$ cat src/rtl/stage_sequencer_pkg.sv
// Shared stage constants and types for the stage sequencer.
// The stage count comes from the NUM_STAGES macro and defaults to 5.
`ifndef NUM_STAGES
`define NUM_STAGES 5
`endif

package stage_sequencer_pkg;

  localparam int NUM_STAGES = `NUM_STAGES;
  localparam int STAGE_W    = (NUM_STAGES > 1) ? $clog2(NUM_STAGES) : 1;

  localparam logic [STAGE_W-1:0] STAGE_FETCH   = '0;
  localparam logic [STAGE_W-1:0] DEFAULT_STAGE = STAGE_FETCH;

  typedef logic [NUM_STAGES-1:0] stage_vec_t;

  // Stage enables are active-low, so the idle/reset vector has only the fetch bit low.
  localparam stage_vec_t STAGE_RESET_N = ~stage_vec_t'(1);

  typedef enum logic [1:0] {
    HALT_NONE  = 2'd0,
    HALT_FAULT = 2'd1,
    HALT_WDOG  = 2'd2
  } halt_cause_t;

  typedef enum logic {
    RUN    = 1'b0,
    HALTED = 1'b1
  } seq_state_t;

  function automatic stage_vec_t stage_onehot(input logic [STAGE_W-1:0] idx);
    stage_vec_t v;
    v      = '0;
    v[idx] = 1'b1;
    return v;
  endfunction

endpackage

$ cat src/rtl/stage_sequencer_if.sv
// Handshake bundle between the stage datapath blocks and the stage sequencer.
// master drives done/skip/control requests; slave is the sequencer itself.
interface stage_sequencer_if #(
  parameter int CNT_W = 16
);
  import stage_sequencer_pkg::*;

  stage_vec_t         stage_done;
  stage_vec_t         skip_mask;
  logic               stall;
  logic               fault;
  logic               resume;
  stage_vec_t         stage_active_n;
  logic [STAGE_W-1:0] cur_stage;
  logic               retire;
  logic [CNT_W-1:0]   retire_count;
  logic               halted;
  halt_cause_t        halt_cause;

  modport master (
    output stage_done, skip_mask, stall, fault, resume,
    input  stage_active_n, cur_stage, retire, retire_count, halted, halt_cause
  );

  modport slave (
    input  stage_done, skip_mask, stall, fault, resume,
    output stage_active_n, cur_stage, retire, retire_count, halted, halt_cause
  );

endinterface

$ cat src/rtl/stage_sequencer_dff.sv
// Generic register cell with asynchronous active-low clear to a parameterised value.
module dff #(
  parameter int              WIDTH     = 1,
  parameter logic [WIDTH-1:0] RESET_VAL = '0
) (
  input  logic             clk,
  input  logic             clear_n,
  input  logic [WIDTH-1:0] d,
  output logic [WIDTH-1:0] q
);

  always_ff @(posedge clk or negedge clear_n) begin
    if (!clear_n) q <= RESET_VAL;
    else          q <= d;
  end

endmodule

$ cat src/rtl/stage_sequencer_stage_next_sel.sv
// Picks the next non-skipped stage after the current one, or flags a wrap back to fetch.
module stage_next_sel
  import stage_sequencer_pkg::*;
(
  input  logic [STAGE_W-1:0]    cur_stage,
  input  logic [NUM_STAGES-1:1] skip_upper,
  output logic [STAGE_W-1:0]    next_stage,
  output logic                  wrap
);

  // Scanning downward lets the lowest qualifying index win.
  always_comb begin
    next_stage = STAGE_FETCH;
    wrap       = 1'b1;
    for (int j = NUM_STAGES - 1; j >= 1; j--) begin
      if ((j > int'(cur_stage)) && !skip_upper[j]) begin
        next_stage = STAGE_W'(j);
        wrap       = 1'b0;
      end
    end
  end

endmodule

$ cat src/rtl/stage_sequencer.sv
// Stage sequencer: steps the active-low one-hot stage register, retires instructions, halts on fault.
// Optional STAGE_SEQ_WATCHDOG_EN adds a per-stage timeout that halts with cause HALT_WDOG.
module stage_sequencer
  import stage_sequencer_pkg::*;
#(
  parameter int CNT_W = 16
`ifdef STAGE_SEQ_WATCHDOG_EN
  , parameter int WDOG_CYCLES = 64
`endif
) (
  input logic               clk,
  input logic               clear_n,
  stage_sequencer_if.slave  bus
);

  seq_state_t         state;
  stage_vec_t         active_n;
  stage_vec_t         active_n_d;
  logic [STAGE_W-1:0] cur_stage;
  logic [STAGE_W-1:0] next_stage;
  logic               wrap;
  logic               advance;
  logic               wdog_expire;
  logic               halt_req;
  halt_cause_t        halt_cause;
  halt_cause_t        cause_d;
  logic               retire;
  logic [CNT_W-1:0]   retire_count;

  stage_next_sel u_next_sel (
    .cur_stage  (cur_stage),
    .skip_upper (bus.skip_mask[NUM_STAGES-1:1]),
    .next_stage (next_stage),
    .wrap       (wrap)
  );

  assign advance = (state == RUN) && bus.stage_done[cur_stage] && !bus.stall && !bus.fault;

`ifdef STAGE_SEQ_WATCHDOG_EN
  localparam int WDOG_W = $clog2(WDOG_CYCLES + 1);

  logic [WDOG_W-1:0] wdog_cnt;

  // Stall cycles count too; any stage change or halt restarts the count.
  always_ff @(posedge clk or negedge clear_n) begin
    if (!clear_n)                        wdog_cnt <= '0;
    else if ((state != RUN) || advance)  wdog_cnt <= '0;
    else                                 wdog_cnt <= wdog_cnt + 1'b1;
  end

  assign wdog_expire = (state == RUN) && !advance && (wdog_cnt == WDOG_W'(WDOG_CYCLES - 1));
`else
  assign wdog_expire = 1'b0;
`endif

  assign halt_req = (state == RUN) && (bus.fault || wdog_expire);
  assign cause_d  = bus.fault ? HALT_FAULT : HALT_WDOG;

  always_comb begin
    active_n_d = active_n;
    if (state == RUN) begin
      if (halt_req)     active_n_d = '1;
      else if (advance) active_n_d = ~stage_onehot(next_stage);
    end else if (bus.resume && !bus.fault) begin
      active_n_d = STAGE_RESET_N;
    end
  end

  dff #(
    .WIDTH     (NUM_STAGES),
    .RESET_VAL (STAGE_RESET_N)
  ) u_stage_reg (
    .clk     (clk),
    .clear_n (clear_n),
    .d       (active_n_d),
    .q       (active_n)
  );

  // A fault on the final done edge halts instead of retiring.
  always_ff @(posedge clk or negedge clear_n) begin
    if (!clear_n) begin
      state        <= RUN;
      cur_stage    <= DEFAULT_STAGE;
      retire       <= 1'b0;
      retire_count <= '0;
      halt_cause   <= HALT_NONE;
    end else begin
      retire <= 1'b0;
      case (state)
        RUN: begin
          if (halt_req) begin
            state      <= HALTED;
            halt_cause <= cause_d;
          end else if (advance) begin
            cur_stage <= next_stage;
            if (wrap) begin
              retire       <= 1'b1;
              retire_count <= retire_count + 1'b1;
            end
          end
        end
        HALTED: begin
          if (bus.resume && !bus.fault) begin
            state      <= RUN;
            cur_stage  <= DEFAULT_STAGE;
            halt_cause <= HALT_NONE;
          end
        end
        default: state <= RUN;
      endcase
    end
  end

  assign bus.stage_active_n = active_n;
  assign bus.cur_stage      = cur_stage;
  assign bus.retire         = retire;
  assign bus.retire_count   = retire_count;
  assign bus.halted         = (state == HALTED);
  assign bus.halt_cause     = halt_cause;

endmodule

$ cat src/flat_wrapper.sv
// flat-port wrapper written by rule: the top's interface ports become plain ports
module stage_sequencer_flat import stage_sequencer_pkg::*;
#(
  parameter int CNT_W = 16

)
  (clk, clear_n, bus_stage_done, bus_skip_mask, bus_stall, bus_fault, bus_resume, bus_stage_active_n, bus_cur_stage, bus_retire, bus_retire_count, bus_halted, bus_halt_cause);
  stage_sequencer_if #(.CNT_W(CNT_W)) bus_i ();
  input logic clk;
  input logic clear_n;
  input wire logic [$bits(bus_i.stage_done)-1:0] bus_stage_done;
  input wire logic [$bits(bus_i.skip_mask)-1:0] bus_skip_mask;
  input wire logic [$bits(bus_i.stall)-1:0] bus_stall;
  input wire logic [$bits(bus_i.fault)-1:0] bus_fault;
  input wire logic [$bits(bus_i.resume)-1:0] bus_resume;
  output wire logic [$bits(bus_i.stage_active_n)-1:0] bus_stage_active_n;
  output wire logic [$bits(bus_i.cur_stage)-1:0] bus_cur_stage;
  output wire logic [$bits(bus_i.retire)-1:0] bus_retire;
  output wire logic [$bits(bus_i.retire_count)-1:0] bus_retire_count;
  output wire logic [$bits(bus_i.halted)-1:0] bus_halted;
  output wire logic [$bits(bus_i.halt_cause)-1:0] bus_halt_cause;
  assign bus_i.stage_done = bus_stage_done;
  assign bus_i.skip_mask = bus_skip_mask;
  assign bus_i.stall = bus_stall;
  assign bus_i.fault = bus_fault;
  assign bus_i.resume = bus_resume;
  assign bus_stage_active_n = bus_i.stage_active_n;
  assign bus_cur_stage = bus_i.cur_stage;
  assign bus_retire = bus_i.retire;
  assign bus_retire_count = bus_i.retire_count;
  assign bus_halted = bus_i.halted;
  assign bus_halt_cause = bus_i.halt_cause;
  stage_sequencer #(.CNT_W(CNT_W)) u_core (.clk(clk), .clear_n(clear_n), .bus(bus_i));
endmodule
$ cat config.mk
export PLATFORM = sky130hd
export DESIGN_NAME = stage_sequencer_flat
export DESIGN_NICKNAME = d
export VERILOG_FILES = /design/src/rtl/stage_sequencer_pkg.sv /design/src/rtl/stage_sequencer_if.sv /design/src/rtl/stage_sequencer_dff.sv /design/src/rtl/stage_sequencer_stage_next_sel.sv /design/src/rtl/stage_sequencer.sv /design/src/flat_wrapper.sv
export SDC_FILE = /design/constraint.sdc
export NUM_CORES = 1
export LEC_CHECK = 0
export BUFFER_PORTS_ARGS = -buffer_cell sky130_fd_sc_hd__buf_2
export CORE_MARGIN = 4
export CORE_UTILIZATION = 46
export DETAILED_ROUTE_END_ITERATION = 8
export HOLD_SLACK_MARGIN = 0.15
export MAX_ROUTING_LAYER = met4
export PLACE_DENSITY = 0.71
export SLEW_MARGIN = 20
export SYNTH_ARGS = -nofsm -noshare
export SYNTH_HDL_FRONTEND = slang
export SYNTH_SLANG_ARGS = --single-unit
$ cat constraint.sdc
create_clock -name clk -period 1.8 [get_ports clk]
set_input_delay 0.36 -clock clk [delete_from_list [all_inputs] [get_ports clk]]
set_output_delay 0.36 -clock clk [all_outputs]
set_load 0.05 [all_outputs]
==> results of run 1 <==
-- worst max-delay path by stage --
stage / to / slack [ps] / cells past startpoint
floorplan: u_core.bus.retire_count[1] / -240 / 6
global placement: u_core.bus.retire_count[1] / -40 / 5
detailed placement: u_core.bus.retire_count[1] / -80 / 5
CTS: u_core.bus.retire_count[1] / -0.7 / 6
global route: u_core.bus.retire_count[8] / -130 / 7
finish: u_core.bus.retire_count[1] / -30 / 6
-- layout make-up --
cell class	count	area share [%]
clock buffers	3	1.11
clock inverters	1	1.48
inverters	6	1.11
multi-input cells	99	37.9
flip-flops and latches	28	35.1
well taps	44	2.71
repair buffers	64	20.5
-- routing by layer --
metal  part of all wire, %  routed length, um  global-route usage (%)  vias up
li1                      -                  -                       -      615
met1                    43               1480                    21.9      608
met2                    52               1780                    31.6       26
met3                   3.8                130                    2.64        2
met4                  0.53                 18                    7.28        0
met5                     0                  0                       -        -
-- state kept, by name (all words and copies together), names as in the netlist --
name / flops
u_core.bus.halted: 1
u_core.bus.halt_cause: 2
u_core.bus.retire: 1
u_core.bus.cur_stage: 3
u_core.u_stage_reg.q: 5
u_core.bus.retire_count: 16
-- power by group through the flow --
stage	clock network [mW]	logic, mW	registers, mW
after CTS	0.422	0.361	0.689
after global placement	0	0.323	0.700
after global routing	0.448	0.412	0.694
final	0.414	0.384	0.690
after detailed placement	0	0.328	0.703
after floorplan	0	0.137	0.786
-- worst max-delay path, stage by stage (launching register included) --
cell and delay [ps]:
dfrtp_2 490, mux2_4 330, a221oi_4 320, buf_12 160, nor3b_4 60, nand2_2 80, mux2_4 300
-- cells by family after synthesis --
kind of cell / synth area share [%]
flip-flops: 48.8
buffers and inverters: 3.38
multiplexers: 3.29
adder cells (fa/ha/maj): 0.866
XOR/XNOR: 9.09
AND/OR/NAND/NOR: 20.8
AO/OA/AOI/OAI: 13.8
-- repair_timing --
| action | 4_1_cts | 5_1_grt |
|---|---|---|
| cloned | 0 | 0 |
| resized for setup | 4 | 13 |
| endpoints found under the setup margin | 21 | 23 |
| pin swaps | 3 | 12 |
| hold buffers | 1 | 0 |
| hold endpoints to repair | 24 | 0 |
| setup buffers | 6 | 3 |
-- per-stage QoR --
step	hold WS, ps	setup TNS [ps]	total power, mW	util [%]
finish	344	-69.0	1.49	67.0
global route	348	-1590	1.55	67.0
CTS	304	-0.664	1.47	64.2
detailed placement	403	-370	1.03	59.8
global placement	391	-60.2	1.02	59.8
floorplan	64.4	-1700	0.924	-
-- synth_stat cells, types with 2 or more instances --
cell type,number
nand2_1,10
o21ai_1,4
a21oi_1,7
nor3_1,2
buf_4,2
o2bb2ai_1,3
nor2_1,12
nand3_1,8
dfstp_2,4
and4_1,2
and3_1,2
nand4_1,5
xnor2_1,15
nor2b_1,3
dfrtp_1,24
inv_1,6
o21a_1,3
==> out/results.ini, run 1 <==
[cells_and_area]
layout_commonest_cell = buf_2
n_fill_cell = 257
layout.cells.non_filler = 245
final_area_mm2 = 0.00203
multi_input_area_um2 = 769
seq_area_um2 = 712
drive_gt1_share_pct = 48.8
fin_nets = 218
diodes = 0
synthToLayoutAreaGrowth_pct = 40.3
final_cell_mix = 41 x buf_2, 19 x dfrtp_1, 17 x buf_4, 14 x xnor2_1

[setup_path]
reg2reg_depth = 6
crit_required_ps = 2030
r2r_end = u_core.bus.retire_count[1]
crit_fanout = 5
critPathLaunch = u_core.bus.cur_stage[2]
r2r-start = u_core.bus.cur_stage[2]
endpoint_kind = flop
critPathLaunchType = flop
critical_path_class = flop to flop
cp.arrival_ps = 2070
regToRegSetupSlack_ps = -30

[clock_tree]
cts_num_sinks = 28
cts-root-buf = clkbuf_4
path_clk_slew_ps = 150
clk_path_buf_depth = 2
insertion_delay_ps = 320
cts_tree = done
htreeDepth = 1
cts_buffers = 3

[floorplanning]
initial_core_util_pct = 47.7
die_area_mm2 = 0.00410
die_h_um = 64.1
ioPinCount = 43
die_w_um = 64.1
core_area_mm2 = 0.00303
rows = 20

[placement]
gp_congestion = 0.888
post_dp_cell_area_mm2 = 0.00181
dpl.cell_count = 231
place_worst_setup_slack_ps = -77.7
port_buffers = 41
hpwl_mm = 2.51

[hold_path]
min_path_type = input pin to flop
whs_endpoint = u_core.bus.halted
min_path_cells = 3
hold_start = bus_resume

[yosys]
ys_types = 41
synthesis.nets = 152
yosysWarnings = 0
synth-seq-cells = 28
synth_edf_count = 0
avgSynthCellArea_um2 = 10.6
async_flop_share_pct = 100
synthFlopType = dfrtp_1
synthTopCellsByArea = dfrtp_1 42%, xnor2_1 9.1%, dfstp_2 7.3%
synth_top_area_share_pct = 41.6
syn_area_mm2 = 0.00145
ys_seq_area_share_pct = 48.8
postSynthCellCount = 136
synth_top_area_cell = dfrtp_1

[global_route]
grt_overflow = 0
antenna_found_initial = 0
grt_max_degree = 29
grt.total_usage_pct = 18.5
grt_pass1_wl_mm = 5.87
grt_pass1_vias = 1315

[power_and_ir_drop]
pwr-share-seq_pct = 46.4
p_sw_share_pct = 30.8
p_int_mw = 1.03
pwr_density_cell_mw_per_mm2 = 733
clkPwrFrac_pct = 27.8
irDropWorstVdd_mv = 0.443
combPwrFrac_pct = 25.8
p_sw_uw = 458
leakagePower_nw = 0.967

[sta]
finClkSkew_ps = 1.13
drv_slew = 0
setup_slack_ps = -33.2
fmax_mhz = 546
setup_viol = 5
slew_headroom_pct = 60.4
post-route-period-util_pct = 102
rsz0062_at_grt = true
worst-slew-pin-transition_ps = 593
hold_viol = 0
layout_min_cycle_time_ps = 1830

[status]
status = complete, but fails checks
violations = setup timing

[routing]
first_pass_iters = 4
drtIter0Drc = 47
post_drt_wl_per_cell_um = 13.9
antenna_left = 0
wl_mm = 3.40
drc_errors = 0
vias_per_cell = 5.11
vias = 1251

[flow_run]
maxCapViolations = 0

Power figures use the tool's default switching activity.
==> run 2, diff against run 1 <==
- clock period: 1.8 -> 1.6 ns (I/O delays scaled with it)
==> out/results.ini, run 2 (synthesis gave the netlist of run 1 again) <==
[global_route]
antenna_found_initial = 0  ; unchanged
grt.total_usage_pct = 19.2  ; was 18.5%
grt_max_degree = 29  ; unchanged
grt_overflow = 0  ; unchanged
grt_pass1_wl_mm = 6.18  ; was 5.87 mm
grt_pass1_vias = 1436  ; was 1315

[cells_and_area]
fin_util_pct = 71.0  ; was 67.0%
n_fill_cell = 255  ; was 257
drive_gt1_share_pct = 58.0  ; was 48.8%
reg.largest.list = u_core.bus.retire_count (16), u_core.u_stage_reg.q (5), u_core.bus.cur_stage (3)  ; unchanged
regMostFlops = u_core.bus.retire_count  ; unchanged
layout_commonest_cell = buf_2  ; unchanged
diodes = 0  ; unchanged
final_cell_mix = 41 x buf_2, 28 x buf_4, 18 x dfrtp_1, 10 x nor2_1, 9 x xnor2_1  ; was 41 x buf_2, 19 x dfrtp_1, 17 x buf_4, 14 x xnor2_1
largest_reg_flops = 16  ; unchanged
layout.cells.non_filler = 256  ; was 245
fin_nets = 229  ; was 218
synthToLayoutAreaGrowth_pct = 48.8  ; was 40.3%

[clock_tree]
cts_num_sinks = 28  ; unchanged
path_clk_slew_ps = 140  ; was 150 ps
htreeDepth = 1  ; unchanged
cts_buffers = 3  ; unchanged
cts-root-buf = clkbuf_4  ; unchanged
clk_path_buf_depth = 2  ; unchanged
cts_tree = done  ; unchanged
insertion_delay_ps = 330  ; was 320 ps

[floorplanning]
ioPinCount = 43  ; unchanged
rows = 20  ; unchanged
initial_core_util_pct = 47.7  ; unchanged
die_area_mm2 = 0.00410  ; unchanged
core_area_mm2 = 0.00303  ; unchanged
die_w_um = 64.1  ; unchanged
die_h_um = 64.1  ; unchanged

[placement]
dpl.cell_count = 246  ; was 231
gp_congestion = 0.877  ; was 0.888
port_buffers = 41  ; unchanged
hpwl_mm = 2.64  ; was 2.51 mm

[setup_path]
path_depth = 6  ; unchanged
worstPathCellList = mux2_4, a221oi_4, buf_6, nor3b_4, nand2_2, mux2_4  ; was mux2_4, a221oi_4, buf_12, nor3b_4, nand2_2, mux2_4
cp.arrival_ps = 2040  ; was 2070 ps
crit_required_ps = 1820  ; was 2030 ps
endpoint_kind = flop  ; unchanged
critical_path_class = flop to flop  ; unchanged
cp_slowest_cell = dfrtp_2  ; unchanged
critPathLaunchType = flop  ; unchanged
path_delay_family = multiplexers  ; unchanged
critPathBufInv = 1  ; unchanged
crit_path_frequent_cell = mux2_4  ; unchanged
crit_fanout = 7  ; was 5
cpPeakStageDelay_ps = 480  ; was 490 ps
reg2reg_depth = 6  ; unchanged

[power_and_ir_drop]
leakagePower_nw = 1.07  ; was 0.967 nW
irDropWorstVdd_mv = 0.575  ; was 0.443 mV
pwr_density_cell_mw_per_mm2 = 793  ; was 733 mW/mm2

[hold_path]
min_path_cells = 3  ; unchanged
min_path_type = input pin to flop  ; unchanged

[sta]
post-route-period-util_pct = 113  ; was 102%
fmax_mhz = 551  ; was 546 MHz
hold_viol = 0  ; unchanged
setup_slack_ps = -214  ; was -33.2 ps
worst-slew-pin-transition_ps = 614  ; was 593 ps
finClkSkew_ps = 16.3  ; was 1.13 ps
rsz0062_at_grt = true  ; unchanged
tns_ps = -2920  ; was -69.0 ps
drv_slew = 0  ; unchanged
slew_headroom_pct = 59.1  ; was 60.4%
setup_viol = 25  ; was 5
layout_min_cycle_time_ps = 1810  ; was 1830 ps

[routing]
drtIter0Drc = 45  ; was 47
first_pass_iters = 4  ; unchanged
drc_errors = 0  ; unchanged
antenna_left = 0  ; unchanged
vias_per_cell = 5.06  ; was 5.11
wl_mm = 3.64  ; was 3.40 mm
post_drt_wl_per_cell_um = 14.2  ; was 13.9 um
vias = 1295  ; was 1251

[status]
violations = setup timing  ; unchanged
status = complete, but fails checks  ; unchanged

[flow_run]
maxCapViolations = 0  ; unchanged

## run 2: cell types whose count changed in the layout (fill, tap and decap cells not counted), sizes merged
cell	previous run	this run
buf	63	74
## run 2: layer usage
metal | up-vias | GRT usage [%] | routed length [um]
met5 | - | - | 0
met4 | 0 | 5.93 | 17
met2 | 30 | 35.0 | 1990
li1 | 635 | - | -
met1 | 628 | 21.8 | 1470
met3 | 2 | 2.46 | 162
## run 2: final timing paths
| check | end | start | slack, ps |
|---|---|---|---|
| max | u_core.bus.retire_count[1] | u_core.bus.cur_stage[2] | -210 |
| min | u_core.bus.halt_cause[0] | bus_fault | 320 |
| max reg2reg | u_core.bus.retire_count[1] | u_core.bus.cur_stage[2] | -210 |
| min reg2reg | u_core.u_stage_reg.q[3] | u_core.u_stage_reg.q[3] | 480 |
| max in group asynchronous | u_core.bus.cur_stage[1] | clear_n | 640 |
| min in group asynchronous | u_core.bus.retire_count[10] | clear_n | 510 |
## run 2: through the flow
stage,instance area [um2],setup WS (ps),hold WS (ps),power [mW]
6_report,2150,-214,321,1.71
2_1_floorplan,1470,-444,24.4,1.04
4_1_cts,2060,-188,296,1.69
3_5_place_dp,1910,-211,366,1.21
5_1_grt,2150,-278,311,1.79
3_3_place_gp,1910,-148,352,1.20
## run 2: timing repair
| action | CTS | global route |
|---|---|---|
| endpoints found under the hold margin | 24 | 0 |
| hold buffers | 1 | 0 |
| setup endpoints to repair | 25 | 25 |
| setup buffers | 4 | 1 |
| pin swaps | 14 | 12 |
| gates resized for setup | 14 | 16 |
| cloned | 0 | 0 |
## run 2: power breakdown
group	internal (mW)	switching, mW
logic	0.189	0.283
registers	0.743	0.0303
clock network	0.253	0.208
total	1.18	0.521
## run 2: final cells by class
cell class	count	area [um2]	area share (%)
inverters	6	22.5	1.05
clock buffers	3	22.5	1.05
multi-input cells	99	826	38.4
repair buffers	75	482	22.4
clock inverters	1	30.0	1.40
well taps	44	55.1	2.56
flip-flops and latches	28	713	33.2
## run 2: tightest hold or removal path: cells and delay by family
kind          cells  cell delay (ps)
buf+inv           1              140
simple gates      2              160
